## src/rtl/mem_bus_arbiter_pkg.sv

```systemverilog
// Shared encodings for the memory-port arbiter: bus direction, strobe levels,
// owner/state codes and the grant-selection rule.
package mem_bus_arbiter_pkg;

    localparam logic READ     = 1'b1;
    localparam logic WRITE    = 1'b0;
    localparam logic ENABLE_  = 1'b0;
    localparam logic DISABLE_ = 1'b1;

    typedef enum logic [1:0] {
        BUS_OWNER_IDLE = 2'd0,
        BUS_OWNER_IF   = 2'd1,
        BUS_OWNER_MEM  = 2'd2
    } bus_owner_e;

    typedef enum logic {
        GRANT_IF  = 1'b0,
        GRANT_MEM = 1'b1
    } grant_e;

    // Under contention the requester that did not win last time gets the bus.
    function automatic bus_owner_e pick_owner(input logic if_req, input logic mem_req,
                                              input grant_e last);
        if (if_req && mem_req) return (last == GRANT_IF) ? BUS_OWNER_MEM : BUS_OWNER_IF;
        if (if_req)            return BUS_OWNER_IF;
        if (mem_req)           return BUS_OWNER_MEM;
        return BUS_OWNER_IDLE;
    endfunction

endpackage

```

## src/rtl/mem_bus_arbiter_if.sv

```systemverilog
// Requester and memory-side signals of the arbiter; master is the arbiter's
// view, slave is the view of the pipeline stages and memory around it.
interface mem_bus_arbiter_if #(
    parameter int ADDR_W = 30,
    parameter int DATA_W = 32
);
    logic              if_as_;
    logic [ADDR_W-1:0] if_addr;
    logic [DATA_W-1:0] if_rd_data;
    logic              if_rdy;

    logic              mem_as_;
    logic              mem_rw;
    logic [ADDR_W-1:0] mem_addr;
    logic [DATA_W-1:0] mem_wr_data;
    logic [DATA_W-1:0] mem_rd_data;
    logic              mem_rdy;

    logic              bus_as_;
    logic              bus_rw;
    logic [ADDR_W-1:0] bus_addr;
    logic [DATA_W-1:0] bus_wr_data;
    logic [DATA_W-1:0] bus_rd_data;
    logic              bus_rdy;
    logic              bus_err;

    modport master (
        input  if_as_, if_addr,
        output if_rd_data, if_rdy,
        input  mem_as_, mem_rw, mem_addr, mem_wr_data,
        output mem_rd_data, mem_rdy,
        output bus_as_, bus_rw, bus_addr, bus_wr_data, bus_err,
        input  bus_rd_data, bus_rdy
    );

    modport slave (
        output if_as_, if_addr,
        input  if_rd_data, if_rdy,
        output mem_as_, mem_rw, mem_addr, mem_wr_data,
        input  mem_rd_data, mem_rdy,
        input  bus_as_, bus_rw, bus_addr, bus_wr_data, bus_err,
        output bus_rd_data, bus_rdy
    );

endinterface

```

## src/rtl/mem_bus_arbiter_bus_wait_timer.sv

```systemverilog
// Per-transaction wait counter; expire is high once TIMEOUT-1 wait cycles
// have elapsed and holds there until the next clear.
module bus_wait_timer #(
    parameter int TIMEOUT = 16
) (
    input  logic clk,
    input  logic rst,
    input  logic clear,
    input  logic enable,
    output logic expire
);

    localparam int CNT_W = (TIMEOUT > 2) ? $clog2(TIMEOUT) : 1;
    localparam logic [CNT_W-1:0] LAST = CNT_W'(TIMEOUT - 1);

    logic [CNT_W-1:0] cnt_p1;

    // Saturates at LAST so an idle arbiter never wraps the count.
    always_ff @(posedge clk or posedge rst) begin
        if (rst) begin
            cnt_p1 <= '0;
        end else if (clear) begin
            cnt_p1 <= '0;
        end else if (enable && !expire) begin
            cnt_p1 <= cnt_p1 + CNT_W'(1);
        end
    end

    assign expire = (cnt_p1 == LAST);

endmodule

```

## src/rtl/mem_bus_arbiter.sv

```systemverilog
// Shares the single memory port between instruction fetch and the data
// stage: grants one owner, registers its access, waits with a timeout.
module mem_bus_arbiter
    import mem_bus_arbiter_pkg::*;
#(
    parameter int ADDR_W  = 30,
    parameter int DATA_W  = 32,
    parameter int TIMEOUT = 16
) (
    input logic              clk,
    input logic              rst,
    mem_bus_arbiter_if.master mbus
);

    bus_owner_e        state_q;
    bus_owner_e        state_d;
    bus_owner_e        pick;
    grant_e            last_grant_q;

    logic              bus_as_p1;
    logic              bus_rw_p1;
    logic [ADDR_W-1:0] bus_addr_p1;
    logic [DATA_W-1:0] bus_wr_data_p1;

    logic              owning;
    logic              grant;
    logic              done;
    logic              expire;

    logic              if_rdy_c;
    logic              mem_rdy_c;
    logic [DATA_W-1:0] if_rd_data_c;
    logic [DATA_W-1:0] mem_rd_data_c;
    logic              bus_err_c;

    always_comb begin
        pick = pick_owner(!mbus.if_as_, !mbus.mem_as_, last_grant_q);
    end

    assign owning = (state_q != BUS_OWNER_IDLE);
    assign grant  = (state_q == BUS_OWNER_IDLE) && (pick != BUS_OWNER_IDLE);
    // bus_rdy on the expire cycle still counts as a normal completion.
    assign done   = owning && (mbus.bus_rdy || expire);

    bus_wait_timer #(
        .TIMEOUT (TIMEOUT)
    ) u_wait_timer (
        .clk    (clk),
        .rst    (rst),
        .clear  (grant),
        .enable (owning && !mbus.bus_rdy),
        .expire (expire)
    );

    always_ff @(posedge clk or posedge rst) begin
        if (rst) begin
            state_q <= BUS_OWNER_IDLE;
        end else begin
            state_q <= state_d;
        end
    end

    always_comb begin
        state_d = state_q;
        case (state_q)
            BUS_OWNER_IDLE: state_d = pick;
            BUS_OWNER_IF,
            BUS_OWNER_MEM:  if (done) state_d = BUS_OWNER_IDLE;
            default:        state_d = BUS_OWNER_IDLE;
        endcase
    end

    always_comb begin
        if_rdy_c      = 1'b0;
        mem_rdy_c     = 1'b0;
        if_rd_data_c  = '0;
        mem_rd_data_c = '0;
        bus_err_c     = 1'b0;
        case (state_q)
            BUS_OWNER_IF: begin
                if_rdy_c     = mbus.bus_rdy || expire;
                if_rd_data_c = mbus.bus_rdy ? mbus.bus_rd_data : '0;
                bus_err_c    = expire && !mbus.bus_rdy;
            end
            BUS_OWNER_MEM: begin
                mem_rdy_c     = mbus.bus_rdy || expire;
                mem_rd_data_c = mbus.bus_rdy ? mbus.bus_rd_data : '0;
                bus_err_c     = expire && !mbus.bus_rdy;
            end
            default: ;
        endcase
    end

    // Bus fields are captured only at grant and held for the whole access.
    always_ff @(posedge clk or posedge rst) begin
        if (rst) begin
            bus_as_p1      <= DISABLE_;
            bus_rw_p1      <= READ;
            bus_addr_p1    <= '0;
            bus_wr_data_p1 <= '0;
            last_grant_q   <= GRANT_IF;
        end else if (grant) begin
            bus_as_p1 <= ENABLE_;
            if (pick == BUS_OWNER_IF) begin
                bus_rw_p1      <= READ;
                bus_addr_p1    <= mbus.if_addr;
                bus_wr_data_p1 <= '0;
            end else begin
                bus_rw_p1      <= mbus.mem_rw;
                bus_addr_p1    <= mbus.mem_addr;
                bus_wr_data_p1 <= mbus.mem_wr_data;
            end
        end else if (done) begin
            bus_as_p1    <= DISABLE_;
            last_grant_q <= (state_q == BUS_OWNER_IF) ? GRANT_IF : GRANT_MEM;
        end
    end

    assign mbus.bus_as_     = bus_as_p1;
    assign mbus.bus_rw      = bus_rw_p1;
    assign mbus.bus_addr    = bus_addr_p1;
    assign mbus.bus_wr_data = bus_wr_data_p1;
    assign mbus.bus_err     = bus_err_c;
    assign mbus.if_rdy      = if_rdy_c;
    assign mbus.if_rd_data  = if_rd_data_c;
    assign mbus.mem_rdy     = mem_rdy_c;
    assign mbus.mem_rd_data = mem_rd_data_c;

    a_rdy_exclusive: assert property (@(posedge clk) disable iff (rst)
        !(if_rdy_c && mem_rdy_c));
    a_err_with_rdy: assert property (@(posedge clk) disable iff (rst)
        bus_err_c |-> (if_rdy_c || mem_rdy_c));

endmodule

```

## src/flat_wrapper.sv

```systemverilog
// flat-port wrapper written by rule: the top's interface ports become plain ports
module mem_bus_arbiter_flat import mem_bus_arbiter_pkg::*;
#(
    parameter int ADDR_W  = 30,
    parameter int DATA_W  = 32,
    parameter int TIMEOUT = 16
)
  (clk, rst, mbus_if_as_, mbus_if_addr, mbus_if_rd_data, mbus_if_rdy, mbus_mem_as_, mbus_mem_rw, mbus_mem_addr, mbus_mem_wr_data, mbus_mem_rd_data, mbus_mem_rdy, mbus_bus_as_, mbus_bus_rw, mbus_bus_addr, mbus_bus_wr_data, mbus_bus_err, mbus_bus_rd_data, mbus_bus_rdy);
  mem_bus_arbiter_if #(.ADDR_W(ADDR_W), .DATA_W(DATA_W)) mbus_i ();
  input logic clk;
  input logic rst;
  input wire logic [$bits(mbus_i.if_as_)-1:0] mbus_if_as_;
  input wire logic [$bits(mbus_i.if_addr)-1:0] mbus_if_addr;
  output wire logic [$bits(mbus_i.if_rd_data)-1:0] mbus_if_rd_data;
  output wire logic [$bits(mbus_i.if_rdy)-1:0] mbus_if_rdy;
  input wire logic [$bits(mbus_i.mem_as_)-1:0] mbus_mem_as_;
  input wire logic [$bits(mbus_i.mem_rw)-1:0] mbus_mem_rw;
  input wire logic [$bits(mbus_i.mem_addr)-1:0] mbus_mem_addr;
  input wire logic [$bits(mbus_i.mem_wr_data)-1:0] mbus_mem_wr_data;
  output wire logic [$bits(mbus_i.mem_rd_data)-1:0] mbus_mem_rd_data;
  output wire logic [$bits(mbus_i.mem_rdy)-1:0] mbus_mem_rdy;
  output wire logic [$bits(mbus_i.bus_as_)-1:0] mbus_bus_as_;
  output wire logic [$bits(mbus_i.bus_rw)-1:0] mbus_bus_rw;
  output wire logic [$bits(mbus_i.bus_addr)-1:0] mbus_bus_addr;
  output wire logic [$bits(mbus_i.bus_wr_data)-1:0] mbus_bus_wr_data;
  output wire logic [$bits(mbus_i.bus_err)-1:0] mbus_bus_err;
  input wire logic [$bits(mbus_i.bus_rd_data)-1:0] mbus_bus_rd_data;
  input wire logic [$bits(mbus_i.bus_rdy)-1:0] mbus_bus_rdy;
  assign mbus_i.if_as_ = mbus_if_as_;
  assign mbus_i.if_addr = mbus_if_addr;
  assign mbus_if_rd_data = mbus_i.if_rd_data;
  assign mbus_if_rdy = mbus_i.if_rdy;
  assign mbus_i.mem_as_ = mbus_mem_as_;
  assign mbus_i.mem_rw = mbus_mem_rw;
  assign mbus_i.mem_addr = mbus_mem_addr;
  assign mbus_i.mem_wr_data = mbus_mem_wr_data;
  assign mbus_mem_rd_data = mbus_i.mem_rd_data;
  assign mbus_mem_rdy = mbus_i.mem_rdy;
  assign mbus_bus_as_ = mbus_i.bus_as_;
  assign mbus_bus_rw = mbus_i.bus_rw;
  assign mbus_bus_addr = mbus_i.bus_addr;
  assign mbus_bus_wr_data = mbus_i.bus_wr_data;
  assign mbus_bus_err = mbus_i.bus_err;
  assign mbus_i.bus_rd_data = mbus_bus_rd_data;
  assign mbus_i.bus_rdy = mbus_bus_rdy;
  mem_bus_arbiter #(.ADDR_W(ADDR_W), .DATA_W(DATA_W), .TIMEOUT(TIMEOUT)) u_core (.clk(clk), .rst(rst), .mbus(mbus_i));
endmodule
```

## config.mk

```make
export PLATFORM = sky130hd
export DESIGN_NAME = mem_bus_arbiter_flat
export DESIGN_NICKNAME = d
export VERILOG_FILES = /design/src/rtl/mem_bus_arbiter_pkg.sv /design/src/rtl/mem_bus_arbiter_if.sv /design/src/rtl/mem_bus_arbiter_bus_wait_timer.sv /design/src/rtl/mem_bus_arbiter.sv /design/src/flat_wrapper.sv
export SDC_FILE = /design/constraint.sdc
export NUM_CORES = 1
export LEC_CHECK = 0
export ABC_AREA = 1
export BUFFER_PORTS_ARGS = -buffer_cell sky130_fd_sc_hd__buf_2
export CORE_AREA = 2 2 102 104
export DETAILED_ROUTE_END_ITERATION = 8
export DIE_AREA = 0 0 104 106
export PLACE_DENSITY = 0.84
export SLEW_MARGIN = 20
export SYNTH_ARGS = -nofsm -noshare
export SYNTH_HDL_FRONTEND = slang
export SYNTH_SLANG_ARGS = --single-unit
export TNS_END_PERCENT = 5
```

## constraint.sdc

```tcl
create_clock -name clk -period 2.5 [get_ports clk]
set_clock_uncertainty 0.05 [all_clocks]
set_input_delay 0.25 -clock clk [delete_from_list [all_inputs] [get_ports clk]]
set_output_delay 0.25 -clock clk [all_outputs]
set_load 0.01 [all_outputs]
```

# --- Word-level counts from Yosys, hierarchy flattened ---
# Cells that the tools add are included.
word_totals:
  reg_bits: 71
  input_bits: 130
  output_inout_bits: 131
  elab_cells: 61
classes:
  n_addsub: 1
  n_eq_ne: 5
  n_mux: 29
  bitwise_logic: 1
  reduce_logical: 18
op_table:
  columns: ["operator", "count"]
  rows:
  - ["$mux 32", 4]
  - ["$mux 30", 1]
  - ["$mux 2", 8]
  - ["$mux 1", 13]
  - ["$mux 4", 2]
  - ["$reduce_bool 2->1", 4]
  - ["$logic_and 1x1->1", 6]
  - ["$add 4x1->4 const B", 1]
  - ["$eq 2x1->1 const B", 2]
  - ["$eq 4x4->1 const B", 1]
  - ["$logic_not 1->1", 4]
  - ["$pmux 2 s2", 1]
  - ["$eq 2x2->1 const B", 1]
  - ["$logic_not 2->1", 1]
  - ["$ne 2x1->1 const B", 1]
  - ["$reduce_and 2->1", 1]
  - ["$reduce_or 2->1", 1]
  - ["$logic_or 1x1->1", 1]
  - ["$not 1->1", 1]

# --- Longest topological paths before layout ---
# Gate-level depths: netlist of run 1.
depth:
  word_depth: 13
  mapped_depth: 9

# --- Modules after synthesis ---
# A second synthesis of run 1 with hierarchy kept.
hier_totals:
  hier_cells: 548
  area_unflattened_um2: 4067.7
modules_own_cells:
  columns: ["mod", "instances", "cells_each", "area_per_inst_um2", "seq_area_each_um2"]
  rows:
  - ["mem_bus_arbiter", 1, 518, 3838.7, 1679.1]
  - ["bus_wait_timer", 1, 30, 229.0, 100.1]

# --- Least setup slack after synthesis of run 1 ---
# Ideal clock, no wire load.
synth_path:
  kind: "reg-to-output"
  start: "register u_core.state_q[0]"
  end: "output mbus_mem_rd_data[10]"
  t_arrival_ns: 1.178
  t_required_ns: 2.200
  setup_slack_ns: 1.022
  path_stages_with_launch: 6
  path_buffers: 1
  cell_sequence: "dfrtp_1 > inv_1 > ha_1 > inv_1 > buf_1 > nor3_1"
synth_via:
  elab_chain_len: 2
synth_lines:
  columns: ["element", "line", "text"]
  rows:
  - ["start: declaration", "mem_bus_arbiter.sv:15", "bus_owner_e state_q;"]
  - ["start signal: assignment", "mem_bus_arbiter.sv:59", "state_q <= state_d;"]
  - ["$eq 2x2->1", "mem_bus_arbiter.sv:79", "case (state_q)"]
  - ["$mux 32", "mem_bus_arbiter.sv:79", null]
  - ["end: declaration", "flat_wrapper.sv:20", "output wire logic [$bits(mbus_i.mem_rd_data)-1:0] mbus_mem_rd_data;"]
# No other way between the ends.

# --- Final worst setup path of run 1 ---
layout_path:
  start: "register u_core.state_q[0]"
  end: "output mbus_mem_rd_data[20]"
# Same word-level chain as after synthesis.

==> results of run 1 <==
==> worst paths after layout <==
kind / slack [ns] / endpoint / cells past startpoint / start
max: 0.32 / mbus_mem_rd_data[20] / 6 / u_core.state_q[0]
min: 0.05 / u_core.mbus.bus_wr_data[21] / 3 / mbus_mem_wr_data[21]
max reg2reg: 0.71 / u_core.u_wait_timer.cnt_p1[0] / 8 / u_core.last_grant_q
min reg2reg: 0.42 / u_core.mbus.bus_addr[21] / 2 / u_core.mbus.bus_addr[21]
max in group asynchronous: 1.20 / u_core.mbus.bus_addr[23] / 4 / rst
min in group asynchronous: 0.54 / u_core.mbus.bus_wr_data[8] / 3 / rst
==> flip-flops by register name, indices dropped and copies added (netlist names) <==
| register | count |
|---|---|
| u_core.u_wait_timer.cnt_p1 | 4 |
| u_core.mbus.bus_addr | 30 |
| u_core.last_grant_q | 1 |
| u_core.mbus.bus_rw | 1 |
| u_core.state_q | 2 |
| u_core.mbus.bus_wr_data | 32 |
| u_core.mbus.bus_as_ | 1 |
==> power breakdown <==
| part | switching (mW) | internal, mW | total [mW] |
|---|---|---|---|
| registers | 0.284 | 1.69 | 1.97 |
| logic | 1.56 | 0.917 | 2.48 |
| clock network | 0.446 | 0.392 | 0.839 |
| total | 2.29 | 2.99 | 5.28 |
==> cells by family (layout without fill, tap and decap cells) <==
logic type,Yosys count,count (layout),synth area share
fa+ha+maj,4,4,0.0132
compound gates,4,4,0.00526
flops,71,71,0.468
simple gates,386,386,0.418
buf+inv,82,336,0.0963
==> area by class of cell <==
type                    instances  area [um2]
clock inverters                 6        43.8
fillers                       995        4620
flip-flops and latches         71        1780
well taps                     136         170
clock buffers                  10         138
inverters                      47         176
multi-input cells             394        1660
repair buffers                273        1410
==> per-layer routing <==
metal	vias to the layer above	wire length (um)	track usage
met2	181	5910	0.377
met3	15	794	0.0441
met4	0	191	0.0656
met5	-	0	0
li1	2192	-	-
met1	1917	4550	0.237
==> layout by cell type (no fill, tap or decap), drive strengths merged <==
cell type / instances
clkinv: 4
a21oi: 3
clkbuf: 10
ha: 4
nor3: 65
nand3: 39
buf: 272
dfstp: 2
nand2: 267
nand4: 2
clkinvlp: 1
o21ai: 1
nor2: 13
inv: 48
dlygate4sd3: 1
dfrtp: 69
==> worst register-to-register path, delay by kind of cell, from the launching register on <==
| kind | cells | cell delay (ns) |
|---|---|---|
| buffers and inverters | 2 | 0.39 |
| AND/OR/NAND/NOR | 6 | 0.87 |
| flip-flops | 1 | 0.41 |
==> through the flow <==
step	utilization	setup WS, ns
2_1_floorplan	-	0.407
3_3_place_gp	0.519	0.635
3_5_place_dp	0.519	0.667
4_1_cts	0.538	0.304
5_1_grt	0.538	0.218
6_report	0.538	0.315
==> results.cfg, run 1 <==
[status]
outcome = completed

[critical_path]
crit_type = reg2out
crit_arrival_ns = 1.88
cpMaxStageDelayCell = nor3_1
worst-endpoint-required_ns = 2.20
critPathMaxStageDelay_ns = 0.44
startpoint_type = flip-flop
cp-end-kind = output port
crit_path_frequent_cell = inv_1
cp_top_family = buffers and inverters
worstPathCellList = inv_1 > ha_1 > inv_1 > buf_4 > nor3_1 > buf_2
crit_path_max_fanout = 16
worst-path-buf-inv = 4

[detailed_routing]
ant_nets = 0
drc = 0
vias = 4305
wl_um = 11400
drtIter0Drc = 295
viasPerCell = 4.59
dr.pass1.iters = 7
wl_per_cell_um = 12.2

[floorplan]
die_y_um = 106
rows = 37
start_util = 0.381
die_width_um = 104
die_area_um2 = 11000
io_pins = 261
core-area_um2 = 10000

[synthesis]
seq_area_frac_synth = 0.468
synth_cell_types = 18
syn_area_um2 = 3800
ys_top_cells_by_area = dfrtp_1 (45%), nand2_1 (26%), nor3_1 (8.5%), nand3_1 (5.1%), inv_1 (4.3%)
synthCells = 547
synthMostInstantiatedCell = nand2_1
ys.flop_type = dfrtp_1
syn_avg_cell_area_um2 = 6.96
synth_commonest_cells = nand2_1 (265), dfrtp_1 (69), nor3_1 (65)
synth_top_area_frac = 0.454
synth_top_area_cell = dfrtp_1
yosysWarnings = 0
ys_seq_elements = 71
synth-edff-count = 0
ys_async_sr_fraction = 1.00
synth_nets = 681

[timing]
setup_tns_ns = 0
slew-limit-headroom = 0.519
setup-violations-final = 0
post-route-period-util = 0.874
slew_viol_final = 0
tightest_slew_ns = 0.720
maxClockFrequency_mhz = 458
fin_crit_ns = 2.18
rsz0062_at_grt = no
fin_hold_ws_ns = 0.0545
hold_viol = 0

[cells_and_area]
final_cell_count_no_fill = 937
area_delta_synth_final_pct = 41.5
final_nets = 930
fin_area_um2 = 5380
antennaDiodeCount = 0
drive_above_1_share = 0.371

[global_routing]
grt_pass1_wl_um = 18500
gr-usage-all-layers = 0.205
antenna_found_initial = 0
grt_start_max_net_pins = 40
grt_pass1_vias = 3944
grt.overflow.total = 0

[cts]
clkSlewWorstSetupHoldPaths_ns = 0.09
cts_buffers = 9
clock-sinks = 71
clk_path_buf_depth = 2
htreeDepth = 3
cts_tree = yes
clock-root-buffer = clkbuf_8
cts_setup_buffers = 0
holdBufCountCts = 1
cts.repair.resized = 0
clk_latency_ns = 0.34

[placement]
placed_area_um2 = 5190
dp_hpwl_um = 8780
port_buffers = 260
gp_congestion = 0.818
dp.cells = 920

[power_and_ir_drop]
power_density_nw_per_um2 = 982
leakage_nw = 3.41
ir_worst_vdd_mv = 0.497
total_power_mw = 5.28

[min_path]
hold_class = in2reg

[job]
drv_cap = 0
No activity file was read; power rests on OpenSTA's default activity.
==> run 2: changes to the inputs <==
--- a/config.mk
+++ b/config.mk
@@ -5,12 +5,11 @@
 export SDC_FILE = /design/constraint.sdc
 export NUM_CORES = 1
 export LEC_CHECK = 0
-export ABC_AREA = 1
 export BUFFER_PORTS_ARGS = -buffer_cell sky130_fd_sc_hd__buf_2
 export CORE_AREA = 2 2 102 104
 export DETAILED_ROUTE_END_ITERATION = 8
 export DIE_AREA = 0 0 104 106
-export PLACE_DENSITY = 0.84
+export PLACE_DENSITY = 0.8
 export SLEW_MARGIN = 20
 export SYNTH_ARGS = -nofsm -noshare
 export SYNTH_HDL_FRONTEND = slang
==> run 2 against run 1 <==
- maximum frequency increased by 12%
- clock-buffer cell count increased by 2
- area after synthesis decreased by 9.3%
- non-clock buffer count fell by 5
- global-route usage is 0.23 points lower
- core utilization shrank 2.9 points
- largest power group unchanged
- clock power rose by 15%
- die area unchanged
- combinational power decreased by 10%
==> results.cfg, run 2 <==
[cells_and_area]
final_cell_count_no_fill = 721
fin_area_um2 = 5090
layout_common_cells = buf_2 (260), dfrtp_1 (69), and3_1 (64)
area_delta_synth_final_pct = 47.5
largest_reg_flops = 32
multi_input_area_um2 = 1530
nFillCells = 950
antennaDiodeCount = 0
final_nets = 714
regArea_um2 = 1780
final_common_cell = buf_2
drive_above_1_share = 0.494

[synthesis]
synth_nets = 465
synthCells = 331
synth_top_area_cell = dfrtp_1
ys_async_sr_fraction = 1.00
syn_avg_cell_area_um2 = 10.4
synth-edff-count = 0
synthMostInstantiatedCell = dfrtp_1
seq_area_frac_synth = 0.516
syn_area_um2 = 3450
yosysWarnings = 0
synth_fa_ha_area_frac = 0.0145
synth_top_family_by_area = simple AND/OR/NAND/NOR gates
synth_compound_area_frac = 0.158
synth_commonest_cells = dfrtp_1 (69), and3_1 (64), nand2_1 (36)
synth-simple-area-share = 0.176
synth_top_area_frac = 0.501
synth_cell_types = 30
ys.flop_type = dfrtp_1
synth-xor-area-share = 0
synth_mux_area_frac = 0.0900
ys_seq_elements = 71
ys_top_cells_by_area = dfrtp_1 (50%), and3_1 (12%), mux2i_1 (9.0%), a22o_1 (8.1%), o21ai_0 (4.9%)

[critical_path]
reg2reg_depth = 5
startpoint_type = flip-flop
crit_path_max_fanout = 6
worst-endpoint-required_ns = 2.20
crit_type = reg2out
crit_arrival_ns = 1.65
cp-end-kind = output port
regToRegSetupSlack_ns = 0.66

[floorplan]
start_util = 0.345
die_y_um = 106
core-area_um2 = 10000
die_area_um2 = 11000
rows = 37
io_pins = 261
die_width_um = 104

[global_routing]
antenna_found_initial = 0
grt_start_max_net_pins = 69
gr-usage-all-layers = 0.203
grt_pass1_vias = 3400
grt.overflow.total = 0
grt_pass1_wl_um = 17400

[min_path]
hold_depth = 3
hold_class = in2reg

[power_and_ir_drop]
ir_worst_vdd_mv = 0.495
leakage_nw = 3.14
power_density_nw_per_um2 = 1010

[detailed_routing]
viasPerCell = 4.89
wl_per_cell_um = 15.7
dr.pass1.iters = 4
drtIter0Drc = 264
wl_um = 11300
drc = 0
ant_nets = 0
vias = 3525

[timing]
slew_viol_final = 0
setup-violations-final = 0
setup_tns_ns = 0
maxClockFrequency_mhz = 513
tightest_slew_ns = 0.774
rsz0062_at_grt = no
hold_viol = 0
fin_crit_ns = 1.95
post-route-period-util = 0.779
slew-limit-headroom = 0.484

[placement]
port_buffers = 260
gp_congestion = 0.956
dp_hpwl_um = 8950
dp.cells = 704
placed_area_um2 = 4860

[cts]
clock-sinks = 71
cts_setup_buffers = 0
clk_path_buf_depth = 2
htreeDepth = 3
clk_latency_ns = 0.34
cts_buffers = 9
clkSlewWorstSetupHoldPaths_ns = 0.07
cts_tree = yes
clock-root-buffer = clkbuf_8

[status]
outcome = completed

[job]
drv_cap = 0
==> run 2: worst max-delay path, cell delays in order, from the launching register on <==
cell and delay [ns]:
dfrtp_1 0.41, ha_1 0.26, a31oi_1 0.39, nor2b_1 0.09, buf_2 0.16
==> run 2: cell families (layout without fill, tap and decap cells) <==
kind of cell | after synthesis | count (layout)
compound gates | 78 | 78
simple gates | 112 | 112
fa+ha+maj | 4 | 4
flops | 71 | 71
mux | 31 | 31
buf+inv | 35 | 289
==> run 2: worst paths after layout <==
path / endpoint / startpoint
min in group asynchronous: u_core.mbus.bus_wr_data[27] / rst
setup / recovery: mbus_mem_rdy / u_core.u_wait_timer.cnt_p1[0]
max in group asynchronous: u_core.mbus.bus_as_ / rst
hold / removal: u_core.mbus.bus_rw / mbus_mem_rw
setup reg to reg: u_core.mbus.bus_wr_data[28] / u_core.state_q[0]
hold reg to reg: u_core.mbus.bus_addr[22] / u_core.mbus.bus_addr[22]
==> run 2: power by group <==
group	switching (mW)	total, mW	internal [mW]	leakage [nW]
Combinational	1.25	2.22	0.968	2.14
Sequential	0.294	1.97	1.68	0.896
Clock	0.424	0.968	0.545	0.109
==> run 2: what timing repair did <==
item	in CTS	in global routing
gates resized for setup	0	0
hold buffers	1	0
endpoints found under the hold margin	32	0
==> run 2: metal layers <==
metal,part of all wire,GRT usage,vias to the layer above
li1,-,-,1694
met1,0.35,0.211,1625
met2,0.53,0.376,190
met3,0.085,0.0595,16
met4,0.031,0.0917,0
met5,0,0,-
==> run 2: cell type report <==
| type | instances | share of cell area |
|---|---|---|
| inverters | 5 | 0.00369 |
| well taps | 136 | 0.0334 |
| flip-flops and latches | 71 | 0.350 |
| clock buffers | 12 | 0.0325 |
| multi-input cells | 225 | 0.300 |
| clock inverters | 4 | 0.0101 |
| repair buffers | 268 | 0.270 |
==> run 2: stage by stage <==
step	setup slack (ns)	power (mW)	util	hold WS (ns)
after detailed placement	0.666	4.23	0.486	0.366
after global routing	0.406	5.52	0.509	0.0561
after global placement	0.767	4.12	0.486	0.349
after floorplan	0.407	3.28	-	0.288
after CTS	0.532	5.22	0.509	0.0545
final	0.552	5.16	0.509	0.0690
